==> config.mk <==
export PLATFORM = sky130hd
export DESIGN_NAME = imem_boot_loader
export DESIGN_NICKNAME = d
export VERILOG_FILES = /design/src/rtl/imem_boot_loader.sv
export SDC_FILE = /design/constraint.sdc
export NUM_CORES = 1
export LEC_CHECK = 0
export ABC_CLOCK_PERIOD_IN_PS = 8000
export CORE_MARGIN = 1
export CORE_UTILIZATION = 50
export DETAILED_ROUTE_END_ITERATION = 7
export GPL_TIMING_DRIVEN = 0
export HOLD_SLACK_MARGIN = 0.1
export MAX_ROUTING_LAYER = met4
export PLACE_DENSITY = 0.84
export SETUP_SLACK_MARGIN = 0.15
export SYNTH_ARGS = -nofsm -noshare
export SYNTH_HDL_FRONTEND = slang
export SYNTH_SLANG_ARGS = --single-unit
==> constraint.sdc <==
create_clock -name SYS_clk -period 8 [get_ports SYS_clk]
set_input_delay 1.6 -clock SYS_clk [delete_from_list [all_inputs] [get_ports SYS_clk]]
set_output_delay 1.6 -clock SYS_clk [all_outputs]
set_load 0.01 [all_outputs]
==> src/rtl/imem_boot_loader.sv <==
`default_nettype none
// ============================================================================
// Module   : imem_boot_loader
// Purpose  : Clears the instruction memory, loads a length-prefixed program
//            from a byte stream, then hands fetch over to the core. Defining
//            IMEM_LOAD_CHECKSUM_EN adds a trailing 32-bit payload checksum.
// Revision : 1.0 - initial release
// ============================================================================
module imem_boot_loader #(
    parameter int DEPTH = 1024,
    parameter int AW    = 10
) (
    input  logic          SYS_clk,
    input  logic          SYS_reset,
    input  logic          rx_valid,
    input  logic [7:0]    rx_data,
    output logic          rx_ready,
    input  logic [31:0]   fetch_PC,
    output logic [AW-1:0] mem_raddr,
    output logic          mem_we,
    output logic [AW-1:0] mem_waddr,
    output logic [31:0]   mem_wdata,
    output logic          core_stall,
    output logic          load_done,
    output logic          load_error,
    output logic [AW:0]   words_loaded
);

    typedef enum logic [2:0] {
        S_CLEAR = 3'd0,
        S_HDR   = 3'd1,
        S_DATA  = 3'd2,
`ifdef IMEM_LOAD_CHECKSUM_EN
        S_CSUM  = 3'd3,
`endif
        S_RUN   = 3'd4,
        S_ERROR = 3'd5
    } state_t;

    localparam logic [AW-1:0] c_last_addr = AW'(DEPTH - 1);
    localparam logic [31:0]   c_depth     = 32'(DEPTH);
    localparam logic [AW:0]   c_one_cnt   = (AW+1)'(1);

    state_t        r_state,      w_state_n;
    logic          r_rx_ready,   w_rx_ready_n;
    logic          r_mem_we,     w_mem_we_n;
    logic [AW-1:0] r_mem_waddr,  w_mem_waddr_n;
    logic [31:0]   r_mem_wdata,  w_mem_wdata_n;
    logic          r_core_stall, w_core_stall_n;
    logic          r_load_done,  w_load_done_n;
    logic          r_load_error, w_load_error_n;
    logic [AW:0]   r_words,      w_words_n;
    logic [AW:0]   r_n,          w_n_n;
    logic [31:0]   r_shift,      w_shift_n;
    logic [1:0]    r_byte_cnt,   w_byte_cnt_n;
`ifdef IMEM_LOAD_CHECKSUM_EN
    logic [31:0]   r_sum,        w_sum_n;
`endif

    logic          w_hs;
    logic          w_word_done;
    logic [31:0]   w_word;
    logic          w_unused;

    // Bytes enter at the top so the first byte ends up in bits [7:0].
    assign w_hs        = rx_valid & r_rx_ready;
    assign w_word      = {rx_data, r_shift[31:8]};
    assign w_word_done = w_hs && (r_byte_cnt == 2'd3);
    assign w_unused    = ^{fetch_PC[31:AW+2], fetch_PC[1:0], r_shift[7:0]};

    assign rx_ready     = r_rx_ready;
    assign mem_we       = r_mem_we;
    assign mem_waddr    = r_mem_waddr;
    assign mem_wdata    = r_mem_wdata;
    assign core_stall   = r_core_stall;
    assign load_done    = r_load_done;
    assign load_error   = r_load_error;
    assign words_loaded = r_words;
    assign mem_raddr    = (r_state == S_RUN) ? fetch_PC[AW+1:2] : '0;

    always_comb begin
        w_state_n     = r_state;
        w_mem_we_n    = 1'b0;
        w_mem_waddr_n = r_mem_waddr;
        w_mem_wdata_n = r_mem_wdata;
        w_words_n     = r_words;
        w_n_n         = r_n;
        w_shift_n     = r_shift;
        w_byte_cnt_n  = r_byte_cnt;
`ifdef IMEM_LOAD_CHECKSUM_EN
        w_sum_n       = r_sum;
`endif
        if (w_hs) begin
            w_shift_n    = w_word;
            w_byte_cnt_n = r_byte_cnt + 2'd1;
        end

        case (r_state)
            S_CLEAR: begin
                if (r_mem_we && (r_mem_waddr == c_last_addr)) begin
                    w_state_n = S_HDR;
                end else begin
                    w_mem_we_n    = 1'b1;
                    w_mem_waddr_n = r_mem_we ? (r_mem_waddr + AW'(1)) : '0;
                    w_mem_wdata_n = '0;
                end
            end
            S_HDR: begin
                if (w_word_done) begin
                    if (w_word == 32'd0) begin
`ifdef IMEM_LOAD_CHECKSUM_EN
                        w_state_n = S_CSUM;
`else
                        w_state_n = S_RUN;
`endif
                    end else if (w_word > c_depth) begin
                        w_state_n = S_ERROR;
                    end else begin
                        w_state_n = S_DATA;
                        w_n_n     = w_word[AW:0];
                    end
                end
            end
            S_DATA: begin
`ifndef IMEM_LOAD_CHECKSUM_EN
                // Leave only once the final word's write cycle has been seen.
                if (r_mem_we && (r_words == r_n)) begin
                    w_state_n = S_RUN;
                end else
`endif
                if (w_word_done) begin
                    w_mem_we_n    = 1'b1;
                    w_mem_waddr_n = r_words[AW-1:0];
                    w_mem_wdata_n = w_word;
                    w_words_n     = r_words + c_one_cnt;
`ifdef IMEM_LOAD_CHECKSUM_EN
                    w_sum_n       = r_sum + w_word;
                    if (w_words_n == r_n) begin
                        w_state_n = S_CSUM;
                    end
`endif
                end
            end
`ifdef IMEM_LOAD_CHECKSUM_EN
            S_CSUM: begin
                if (w_word_done) begin
                    w_state_n = (w_word == r_sum) ? S_RUN : S_ERROR;
                end
            end
`endif
            S_RUN:   w_state_n = S_RUN;
            S_ERROR: w_state_n = S_ERROR;
            default: w_state_n = S_ERROR;
        endcase

        w_rx_ready_n = (w_state_n == S_HDR) || (w_state_n == S_DATA);
`ifdef IMEM_LOAD_CHECKSUM_EN
        if (w_state_n == S_CSUM) begin
            w_rx_ready_n = 1'b1;
        end
`endif
        w_core_stall_n = (w_state_n != S_RUN);
        w_load_done_n  = (w_state_n == S_RUN);
        w_load_error_n = (w_state_n == S_ERROR);
    end

    always_ff @(posedge SYS_clk or posedge SYS_reset) begin
        if (SYS_reset) begin
            r_state      <= S_CLEAR;
            r_rx_ready   <= 1'b0;
            r_mem_we     <= 1'b0;
            r_mem_waddr  <= '0;
            r_mem_wdata  <= '0;
            r_core_stall <= 1'b1;
            r_load_done  <= 1'b0;
            r_load_error <= 1'b0;
            r_words      <= '0;
            r_n          <= '0;
            r_shift      <= '0;
            r_byte_cnt   <= '0;
`ifdef IMEM_LOAD_CHECKSUM_EN
            r_sum        <= '0;
`endif
        end else begin
            r_state      <= w_state_n;
            r_rx_ready   <= w_rx_ready_n;
            r_mem_we     <= w_mem_we_n;
            r_mem_waddr  <= w_mem_waddr_n;
            r_mem_wdata  <= w_mem_wdata_n;
            r_core_stall <= w_core_stall_n;
            r_load_done  <= w_load_done_n;
            r_load_error <= w_load_error_n;
            r_words      <= w_words_n;
            r_n          <= w_n_n;
            r_shift      <= w_shift_n;
            r_byte_cnt   <= w_byte_cnt_n;
`ifdef IMEM_LOAD_CHECKSUM_EN
            r_sum        <= w_sum_n;
`endif
        end
    end

endmodule
`default_nettype wire
==> flow_metrics.env <==
export IMPL_nets=559
export IMPL_min_period_ns=4.311
export IMPL_io_buffers=88
export IMPL_syn_area_um2=4526
export IMPL_layout_common_cells="dfrtp_1 (97), clkdlybuf4s50_1 (88), nand2_1 (49), nand3_1 (44), mux2_2 (38)"
export IMPL_htree_levels=3
export IMPL_worst_path_buf_inv=2
export IMPL_gp_congestion=0.9105
export IMPL_start_kind="primary input"
export IMPL_drv_cap=0
export IMPL_setup_viol=0
export IMPL_cts_root_buf="clkbuf_8"
export IMPL_fin_crit_sh_pct=53.89
export IMPL_hold_path_class="register to register"
export IMPL_cp_depth=3
export IMPL_firstDrtPassIters=5
export IMPL_yosysUniqueCellTypes=48
export IMPL_arrival_ns=2.71
export IMPL_drive_gt1_share_pct=14.48
export IMPL_ys_warn_count=0
export IMPL_status="finished clean"
export IMPL_p_comb_share_pct=3.5
export IMPL_ir_drop_mv=0.1297
export IMPL_fmax_mhz=231.9
export IMPL_synth_seq_cells=98
export IMPL_clock_skew_ns=0.009093
export IMPL_p_leak_nw=2.513
export IMPL_via_count=3759
export IMPL_cp_top_family="buffers and inverters"
export IMPL_antenna_left=0
export IMPL_grt_max_degree=68
export IMPL_cp_required_ns=6.40
export IMPL_pwr_density_cell_nw_per_um2=152.3
export IMPL_track_usage_pct=26.08
export IMPL_rsz0062_at_grt="no"
export IMPL_r2r_cells=8
export IMPL_nFillCells=668
export IMPL_power_total_mw=0.8824
export IMPL_ys_seq_area_share_pct=54.22
export IMPL_crit_type="primary input to primary output"
export IMPL_drt_iter0_markers=307
export IMPL_pwr_share_clk_pct=40.4
export IMPL_syn_nets=459
export IMPL_ys_flop_type="dfrtp_1"
export IMPL_rows=34
export IMPL_seqPwrFrac_pct=56.1
export IMPL_crit_slowest_cell="clkdlybuf4s50_1"
export IMPL_chipHeight_um=97.14
export IMPL_sw_frac_of_total_pct=21.95
export IMPL_max_stage_delay_ns=0.54
export IMPL_cp_end_kind="primary output"
export IMPL_synth_enable_flop_cells=0
export IMPL_core_um2=8721
export IMPL_critPathMaxFanout=1
export IMPL_p_sw_mw=0.1937
export IMPL_finalWirelength_mm=11.19
export IMPL_grt_ovfl_total=0
export IMPL_grt_antenna_before_repair=0
export IMPL_clkTransAtPathRegs_ns=0.09
export IMPL_cts_tree="yes"
export IMPL_die_area_um2=9435
export IMPL_grt_pass1_vias=3719
export IMPL_drc=0
export IMPL_clock_latency_ns=0.38
export IMPL_avgRoutedWirePerCell_um=17.87
export IMPL_whs_path_depth=1
export IMPL_clkSinkCount=98
export IMPL_area_growth_syn_to_layout_pct=28.06
export IMPL_path_cells="clkdlybuf4s50_1 > and2_1 > clkdlybuf4s50_1"
export IMPL_fin_tns_setup_ns=0
export IMPL_drv_slew=0
export IMPL_clk_path_buf_depth=2
export IMPL_ctsResizeCount=0
export IMPL_crit_top_cell="clkdlybuf4s50_1"
export IMPL_cts_setup_buffers=0
export IMPL_p_int_mw=0.6887
export IMPL_synth_async_reset_ratio_pct=100.0
export IMPL_hpwl_mm=7.929
export IMPL_num_io_pins=111
export IMPL_final_common_cell="dfrtp_1"
export IMPL_avgSynthCellArea_um2=10.96
export IMPL_die_x_um=97.14
export IMPL_worstMarginPinSlew_ns=0.7311
export IMPL_viasPerCell=6.005
export IMPL_antenna_cells=0
export IMPL_synth_cells=413
export IMPL_timing_slew_headroom_pct=50.94
export IMPL_hold_viol=0
export IMPL_grt_first_pass_wirelength_mm=18.86
export IMPL_holdBufCountCts=0
export IMPL_numCtsBuffers=9
export IMPL_start_util_pct=51.89
==> layout make-up <==
cell class                 instances  area [µm²]  area share (%)
timing repair buffer              89       908.4           15.67
inverter                           7       28.78          0.4965
clock inverter                     7       100.1           1.727
tap                              108       135.1           2.332
clock buffer                       9       123.9           2.137
multi-input combinational        285        1943           33.53
buffer                            23       102.6           1.770
sequential                        98        2454           42.34
==> routing by layer <==
metal / track usage, % / up-vias / wire length [µm]
met5: - / - / 0
met4: 9.644 / 0 / 227
met3: 5.252 / 28 / 809
met2: 41.28 / 191 / 5475
met1: 33.48 / 1853 / 4674
li1: - / 1687 / -
==> worst reg2reg max path, stage by stage (launching register included) <==
cell	delay, ns
dfrtp_1	0.38
ha_1	0.14
and3_1	0.13
clkbuf_1	0.32
nand2_1	0.13
or3_1	0.43
nor3_4	0.29
buf_6	0.21
mux2_2	0.35
==> cell usage after synthesis (all sizes together) (2+ instances only) <==
master / instances / area (µm²)
nand3: 44 / 220.2
o221ai: 2 / 17.52
or2: 3 / 18.77
a31oi: 5 / 37.53
nor2b: 2 / 12.51
nand4: 6 / 37.54
buf: 10 / 53.80
a22o: 10 / 87.58
inv: 7 / 26.27
and2: 10 / 62.56
nor3b: 2 / 20.02
and3: 4 / 25.02
dfrtp: 97 / 2427
nor3: 5 / 36.29
ha: 3 / 37.54
nor4: 11 / 98.84
xnor2: 13 / 113.9
o2bb2ai: 2 / 17.52
o21ai: 37 / 196.4
nand2: 49 / 183.9
mux2: 38 / 427.9
a21oi: 4 / 20.02
xor2: 9 / 78.83
and4: 4 / 35.03
clkbuf: 13 / 48.80
nor2: 5 / 18.77
o31ai: 6 / 45.04
==> cell families (layout without fill, tap and decap cells) <==
family	Yosys count	after routing	synth area share (%)
AO/OA/AOI/OAI	74	74	10.95
XOR/XNOR	22	22	4.258
adder cells (fa/ha/maj)	3	3	0.8295
buffers and inverters	30	135	2.848
flip-flops	98	98	54.22
multiplexers	38	38	9.455
AND/OR/NAND/NOR	148	148	17.45
==> state kept, by name, indices dropped and copies added (netlist names) <==
signal / cells
mem_wdata: 32
r_shift: 24
r_n: 11
words_loaded: 11
mem_waddr: 10
r_state: 3
r_byte_cnt: 2
core_stall: 1
load_done: 1
load_error: 1
mem_we: 1
rx_ready: 1
==> path summary, 6_finish.rpt <==
| path | start | to | slack (ns) |
|---|---|---|---|
| max | fetch_PC[4] | mem_raddr[2] | 3.69 |
| min | r_byte_cnt[0]$_DFFE_PP0P_ | r_byte_cnt[0]$_DFFE_PP0P_ | 0.49 |
| max reg2reg | r_byte_cnt[0]$_DFFE_PP0P_ | r_n[2]$_DFFE_PP0P_ | 5.50 |
| min reg2reg | r_byte_cnt[0]$_DFFE_PP0P_ | r_byte_cnt[0]$_DFFE_PP0P_ | 0.49 |
| max in group asynchronous | SYS_reset | core_stall$_DFF_PP1_ | 5.73 |
| min in group asynchronous | SYS_reset | r_shift[27]$_DFFE_PP0P_ | 1.58 |
==> power groups by stage <==
| stage | clock [mW] | sequential (mW) | combinational, mW |
|---|---|---|---|
| after floorplan | 0 | 0.505 | 0.0109 |
| after CTS | 0.362 | 0.495 | 0.0318 |
| after global routing | 0.378 | 0.495 | 0.0341 |
| after global placement | 0 | 0.505 | 0.0291 |
| final | 0.357 | 0.495 | 0.0307 |
| after detailed placement | 0 | 0.505 | 0.0318 |
==> metrics by stage <==
| step | cell area [µm²] | setup slack (ns) | utilization (%) | cells | hold slack (ns) |
|---|---|---|---|---|---|
| after floorplan | 4526 | 3.840 | - | 413 | 0.4528 |
| after global placement | 5542 | 2.585 | 63.54 | 609 | 0.4733 |
| after detailed placement | 5572 | 3.690 | 63.89 | 610 | 0.4774 |
| after CTS | 5796 | 3.684 | 66.46 | 626 | 0.4900 |
| after global routing | 5796 | 3.656 | 66.46 | 626 | 0.5121 |
| final | 5796 | 3.689 | 66.46 | 626 | 0.4860 |
Note: power is estimated with default switching activity, not from simulation.
